$ cat config.mk
export PLATFORM = sky130hd
export DESIGN_NAME = multi_ball_renderer
export DESIGN_NICKNAME = d
export VERILOG_FILES = /design/src/rtl/multi_ball_renderer.sv
export SDC_FILE = /design/constraint.sdc
export NUM_CORES = 2
export LEC_CHECK = 0
export CORE_MARGIN = 3
export CORE_UTILIZATION = 38
export CTS_BUF_LIST = sky130_fd_sc_hd__clkbuf_4 sky130_fd_sc_hd__clkbuf_8
export DETAILED_ROUTE_END_ITERATION = 12
export GPL_ROUTABILITY_DRIVEN = 0
export SYNTH_ARGS = -nofsm -noshare
export SYNTH_HDL_FRONTEND = slang
export SYNTH_SLANG_ARGS = --single-unit
export TNS_END_PERCENT = 5
$ cat constraint.sdc
create_clock -name clk -period 15.9 [get_ports clk]
set_input_delay 3.975 -clock clk [delete_from_list [all_inputs] [get_ports clk]]
set_output_delay 3.975 -clock clk [all_outputs]
set_load 0.1 [all_outputs]
$ cat src/rtl/multi_ball_renderer.sv
// multi_ball_renderer: draws N_BALLS bouncing balls with shadow rings over a
// solid background. Colour and syncs leave two clocks after the sync
// generator's position, and ball motion is advanced once per frame in
// vertical blank, one ball per clock.
module multi_ball_renderer #(
    parameter int          N_BALLS  = 4,
    parameter int          RADIUS   = 20,
    parameter int          SHADOW   = 4,
    parameter int          H_ACTIVE = 640,
    parameter int          V_ACTIVE = 480,
    parameter logic [5:0]  BG_COLOR = 6'b00_00_10
) (
    input  logic        clk,
    input  logic        rst_n,
    input  logic [9:0]  hpos,
    input  logic [9:0]  vpos,
    input  logic        display_on,
    input  logic        hsync_in,
    input  logic        vsync_in,
    input  logic        pause,
    input  logic [2:0]  speed,
    output logic [5:0]  rgb,
    output logic        hsync_out,
    output logic        vsync_out,
    output logic        busy
);

    localparam int          IDX_W    = (N_BALLS > 1) ? $clog2(N_BALLS) : 1;
    localparam logic [IDX_W-1:0] LAST_IDX = IDX_W'(N_BALLS - 1);
    localparam logic [10:0] X_HI     = 11'(H_ACTIVE - RADIUS);
    localparam logic [10:0] Y_HI     = 11'(V_ACTIVE - RADIUS);
    localparam logic [10:0] POS_LO   = 11'(RADIUS);
    localparam logic [9:0]  NEAR_LIM = 10'(RADIUS + SHADOW);
    localparam logic [20:0] HIT_SQ   = 21'(RADIUS * RADIUS);
    localparam logic [20:0] SHADE_SQ = 21'((RADIUS + SHADOW) * (RADIUS + SHADOW));
    localparam logic [5:0]  SHADE_COLOR = 6'b01_01_01;

    typedef enum logic {
        IDLE,
        UPDATE
    } state_t;

    // One axis step with clamped bounce; result is {newDir, newPos}.
    function automatic logic [10:0] stepAxis(
        input logic [9:0]  pos,
        input logic        dir,
        input logic [3:0]  step,
        input logic [10:0] lo,
        input logic [10:0] hi
    );
        logic [10:0] wide;
        logic [10:0] sum;
        wide = {1'b0, pos};
        sum  = wide + {7'd0, step};
        if (dir) begin
            if (sum >= hi) return {1'b0, hi[9:0]};
            else           return {1'b1, sum[9:0]};
        end else begin
            if (wide <= lo + {7'd0, step}) return {1'b1, lo[9:0]};
            else                           return {1'b0, pos - {6'd0, step}};
        end
    endfunction

    // Ball colour chosen by index modulo four.
    function automatic logic [5:0] palette(input int i);
        case (i % 4)
            0:       return 6'b11_10_00;
            1:       return 6'b11_00_00;
            2:       return 6'b00_11_00;
            default: return 6'b11_00_11;
        endcase
    endfunction

    state_t           state_q;
    logic [IDX_W-1:0] idx_q;
    logic [3:0]       step_q;
    logic             busy_q;
    logic [9:0]       x_q    [N_BALLS];
    logic [9:0]       y_q    [N_BALLS];
    logic             xdir_q [N_BALLS];
    logic             ydir_q [N_BALLS];
    logic [10:0]      xUpd_d;
    logic [10:0]      yUpd_d;

    logic [9:0]       adx_d  [N_BALLS];
    logic [9:0]       ady_d  [N_BALLS];
    logic             near_d [N_BALLS];
    logic [9:0]       adx_q  [N_BALLS];
    logic [9:0]       ady_q  [N_BALLS];
    logic             near_q [N_BALLS];
    logic             disp1_q;
    logic             hs1_q;
    logic             vs1_q;

    logic [20:0]      dist_d [N_BALLS];
    logic [N_BALLS-1:0] hit_d;
    logic [N_BALLS-1:0] shade_d;
    logic [5:0]       rgb_d;
    logic [5:0]       rgb_q;
    logic             hs2_q;
    logic             vs2_q;

    // Next position and direction of the ball currently being updated.
    always_comb begin
        xUpd_d = stepAxis(x_q[idx_q], xdir_q[idx_q], step_q, POS_LO, X_HI);
        yUpd_d = stepAxis(y_q[idx_q], ydir_q[idx_q], step_q, POS_LO, Y_HI);
    end

    // Update FSM: on the vblank trigger, walk every ball once with a latched step.
    always_ff @(posedge clk) begin
        if (!rst_n) begin
            state_q <= IDLE;
            idx_q   <= '0;
            step_q  <= 4'd1;
            busy_q  <= 1'b0;
            for (int i = 0; i < N_BALLS; i++) begin
                x_q[i]    <= 10'(H_ACTIVE / 2 + 32 * i);
                y_q[i]    <= 10'(V_ACTIVE / 2 - 16 * i);
                xdir_q[i] <= ((i % 2) == 0);
                ydir_q[i] <= (((i / 2) % 2) == 0);
            end
        end else begin
            case (state_q)
                IDLE: begin
                    if (hpos == 10'd0 && vpos == 10'(V_ACTIVE) && !pause) begin
                        state_q <= UPDATE;
                        idx_q   <= '0;
                        step_q  <= {1'b0, speed} + 4'd1;
                        busy_q  <= 1'b1;
                    end
                end
                UPDATE: begin
                    x_q[idx_q]    <= xUpd_d[9:0];
                    xdir_q[idx_q] <= xUpd_d[10];
                    y_q[idx_q]    <= yUpd_d[9:0];
                    ydir_q[idx_q] <= yUpd_d[10];
                    if (idx_q == LAST_IDX) begin
                        state_q <= IDLE;
                        busy_q  <= 1'b0;
                    end else begin
                        idx_q <= idx_q + 1'b1;
                    end
                end
                default: begin
                    state_q <= IDLE;
                    busy_q  <= 1'b0;
                end
            endcase
        end
    end

    // Per-ball axis distances from the current pixel and a coarse proximity box.
    always_comb begin
        for (int i = 0; i < N_BALLS; i++) begin
            adx_d[i]  = (hpos >= x_q[i]) ? (hpos - x_q[i]) : (x_q[i] - hpos);
            ady_d[i]  = (vpos >= y_q[i]) ? (vpos - y_q[i]) : (y_q[i] - vpos);
            near_d[i] = (adx_d[i] <= NEAR_LIM) && (ady_d[i] <= NEAR_LIM);
        end
    end

    // Pixel stage 1: capture distances, proximity flags and the video controls.
    always_ff @(posedge clk) begin
        if (!rst_n) begin
            for (int i = 0; i < N_BALLS; i++) begin
                adx_q[i]  <= '0;
                ady_q[i]  <= '0;
                near_q[i] <= 1'b0;
            end
            disp1_q <= 1'b0;
            hs1_q   <= 1'b0;
            vs1_q   <= 1'b0;
        end else begin
            for (int i = 0; i < N_BALLS; i++) begin
                adx_q[i]  <= adx_d[i];
                ady_q[i]  <= ady_d[i];
                near_q[i] <= near_d[i];
            end
            disp1_q <= display_on;
            hs1_q   <= hsync_in;
            vs1_q   <= vsync_in;
        end
    end

    // Squared distance tests and colour priority: lowest-index hit, then shade, then background.
    always_comb begin
        hit_d   = '0;
        shade_d = '0;
        rgb_d   = BG_COLOR;
        for (int i = 0; i < N_BALLS; i++) begin
            dist_d[i]  = {11'd0, adx_q[i]} * {11'd0, adx_q[i]}
                       + {11'd0, ady_q[i]} * {11'd0, ady_q[i]};
            hit_d[i]   = near_q[i] && (dist_d[i] <= HIT_SQ);
            shade_d[i] = near_q[i] && (dist_d[i] <= SHADE_SQ);
        end
        if (|shade_d) rgb_d = SHADE_COLOR;
        for (int i = N_BALLS - 1; i >= 0; i--) begin
            if (hit_d[i]) rgb_d = palette(i);
        end
        if (!disp1_q) rgb_d = 6'b00_00_00;
    end

    // Pixel stage 2: registered colour and the second sync delay.
    always_ff @(posedge clk) begin
        if (!rst_n) begin
            rgb_q <= '0;
            hs2_q <= 1'b0;
            vs2_q <= 1'b0;
        end else begin
            rgb_q <= rgb_d;
            hs2_q <= hs1_q;
            vs2_q <= vs1_q;
        end
    end

    assign rgb       = rgb_q;
    assign hsync_out = hs2_q;
    assign vsync_out = vs2_q;
    assign busy      = busy_q;

endmodule

==> impl_metrics.ini <==
[run_status]
outcome = finished clean

[place]
dpl_cell_area_um2 = 40100
port_buffers = 37
dpl.hpwl_um = 80800

[final_layout]
drive_gt1_frac = 0.03110
fin_nets = 5287
num-fill-cells = 10140
design_area_um2 = 40530
seq_area_um2 = 4725
multi_input_area_um2 = 29770
syn_to_final_growth_pct = 5.265
utilization = 0.4041

[clock_network]
cts_setup_buffers = 0
holdBufCountCts = 0
cts_resized = 0
root_buffer = clkbuf_8
cts_buffers = 17
insertion_delay_ns = 0.59
clkSinkCount = 193
path_clk_slew_ns = 0.12
h-tree-depth = 4
cts_tree = yes
clk_path_buf_depth = 2

[sta]
finalHoldViolCount = 0
setup_tns_ns = 0
worst_pin_slew_ns = 1.215
max_freq_ghz = 0.1220
maxSlewViolCount = 0
setup_viol = 0
slew_headroom = 0.1884
rsz0062_at_grt = false
fin_crit_sh = 0.5155
finalClockSkew_ns = 0.03513
final.min_clock_period_ns = 8.197

[floorplanning]
row_count = 116
ios = 38
start_util = 0.3839
core-area_um2 = 100300
die-width_um = 324.3
dieArea_um2 = 105200
die_h_um = 324.3

[power]
p_leak_nw = 20.54
power_frac_comb = 0.823
ir_worst_vdd_uv = 176.3
power_frac_seq = 0.116
switchingPower_mw = 3.128
p_int_mw = 2.629
power_frac_clock = 0.060
power_density_nw_per_um2 = 142.0
p_sw_frac = 0.5433

[detailed_routing]
dr.pass1.iters = 5
vias = 28300
initialDrtViolationCount = 1720
final_antenna_net_count = 0
wl_um = 94850
avgViaCountPerCell = 5.078
drc = 0
wl_per_cell_um = 17.02

[synthesis]
yosysSeqAreaShare = 0.1227
synth.distinct_cells = 105
syn_area_per_cell_um2 = 9.032
async_flop_share = 0
syn_area_um2 = 38500
syn_nets = 5351
netlist_instances = 4263
synth_edf_count = 86
ys.warnings.count = 0
ys.flop_type = dfxtp_1
ys_seq_elements = 193

[setup_path]
end_kind = flip-flop
startpoint_type = input pin
crit_path_max_fanout = 8
cp_data_arrival_time_ns = 8.68
required_ns = 16.38
path_class = in -> reg

[grt]
grt_pass1_wl_um = 156300
grt_pass1_vias = 28860
grt-ovfl-total = 0
grt_max_degree = 57
grt_use_total = 0.1844
antenna_found_initial = 7

[min_path]
hp-class = reg -> reg

[run]
cap_violations = 0
[power groups by stage]
stage | clock network (mW) | logic [mW] | registers, mW
2_1_floorplan | 0 | 3.73 | 0.596
3_3_place_gp | 0 | 4.72 | 0.680
3_5_place_dp | 0 | 4.74 | 0.681
4_1_cts | 0.361 | 4.79 | 0.669
5_1_grt | 0.374 | 5.49 | 0.680
6_report | 0.348 | 4.74 | 0.670
[final cells by class]
class / count / area share
Tap cell: 1357 / 0.04189
Timing Repair Buffer: 46 / 0.01068
Sequential cell: 193 / 0.1166
Multi-Input combinational cell: 3014 / 0.7345
Clock buffer: 17 / 0.005773
Clock inverter: 15 / 0.004384
Inverter: 927 / 0.08585
Antenna cell: 5 / 0.0003087
[cell usage after synthesis (86+ instances only)]
library cell,count,share of area
xnor2_1,97,0.022
dfxtp_1,107,0.056
o21ai_0,117,0.015
fa_1,538,0.28
inv_1,926,0.090
and2_1,235,0.038
nand2_1,286,0.028
clkbuf_1,103,0.010
edfxtp_1,86,0.067
ha_1,521,0.17
nor2_1,230,0.022
a21oi_1,157,0.020
[critical path, stage by stage]
cell and delay [ns]:
clkdlybuf4s50_1 0.63, inv_1 0.18, ha_1 0.41, a2111oi_0 0.55, o21ai_0 0.21, o31ai_2 0.54, buf_4 0.29, mux2_2 0.37
xnor2_1 0.23, a311oi_1 0.13, nor4_1 0.63, nand4_1 0.17, nor4b_1 0.36
[cell usage in the layout, fill, tap and decap left out, types with 11 or more instances in the layout]
cell             instances
a21oi_1                157
a211o_1                 13
o221ai_1                14
mux2i_1                 68
and2_1                 235
nand2_1                286
a21o_1                  67
a211oi_1                29
clkbuf_8                17
inv_1                  925
mux2_2                  16
nor3_1                  25
mux4_2                  21
o21bai_1                21
a311oi_1                12
edfxtp_1                86
dfxtp_1                107
ha_1                   521
nand4_1                 31
and3_1                  23
o22ai_1                 12
fa_1                   538
nor4_1                  14
xor2_1                  53
a31oi_1                 27
nor2b_1                 53
o211ai_1                25
nand2b_1                38
o21ai_0                117
clkdlybuf4s50_1         36
nand3_1                 32
nor2_1                 230
o21a_1                  25
a31o_2                  11
o21ai_1                 16
xnor2_1                 97
or3_1                   19
[cells by family (layout without fill, tap and decap cells)]
family	count (synthesis)	after routing	synth area share
multiplexers	107	107	0.03523
adder cells (fa/ha/maj)	1059	1059	0.4490
AO/OA/AOI/OAI	650	650	0.1156
XOR/XNOR	152	152	0.03532
AND/OR/NAND/NOR	1046	1046	0.1375
other	0	5	0
buffers and inverters	1056	1005	0.1046
flip-flops	193	193	0.1227
[flip-flops by register name, summed over array words and instances, names as in the netlist, 2 cells and up, named ones only]
name and flops:
ydir_q 4, x_q 40, y_q 40, step_q 4
rgb 6, idx_q 2, ady_q 40, adx_q 40
xdir_q 4, near_q 4
[final timing paths]
| kind | slack, ns | start | to | cells past startpoint |
|---|---|---|---|---|
| setup / recovery | 7.70 | hpos[7] | near_q[0][2] | 13 |
| hold / removal | 0.45 | vs1_q | vsync_out | 1 |
| setup reg to reg | 8.10 | ady_q[0][1] | rgb[4] | 23 |
| hold reg to reg | 0.45 | vs1_q | vsync_out | 1 |
[metrics by stage]
stage	std cells	hold WS (ns)	total power, mW	setup WS (ns)
3_5_place_dp	5537	0.4262	5.425	7.244
6_report	5574	0.4462	5.757	7.703
5_1_grt	5570	0.4652	6.541	7.492
4_1_cts	5569	0.4549	5.822	7.896
2_1_floorplan	4263	0.4119	4.323	8.974
3_3_place_gp	5537	0.4168	5.396	7.437
[per-layer routing]
metal  part of all wire  global-route usage  up-vias
met5            0.00036                   0        -
met4              0.020             0.04221        4
met3              0.042             0.01971       92
met2               0.46              0.3015      561
met1               0.47              0.2627    14000
li1                   -                   -    13650
No activity file was read; power rests on OpenSTA's default activity.
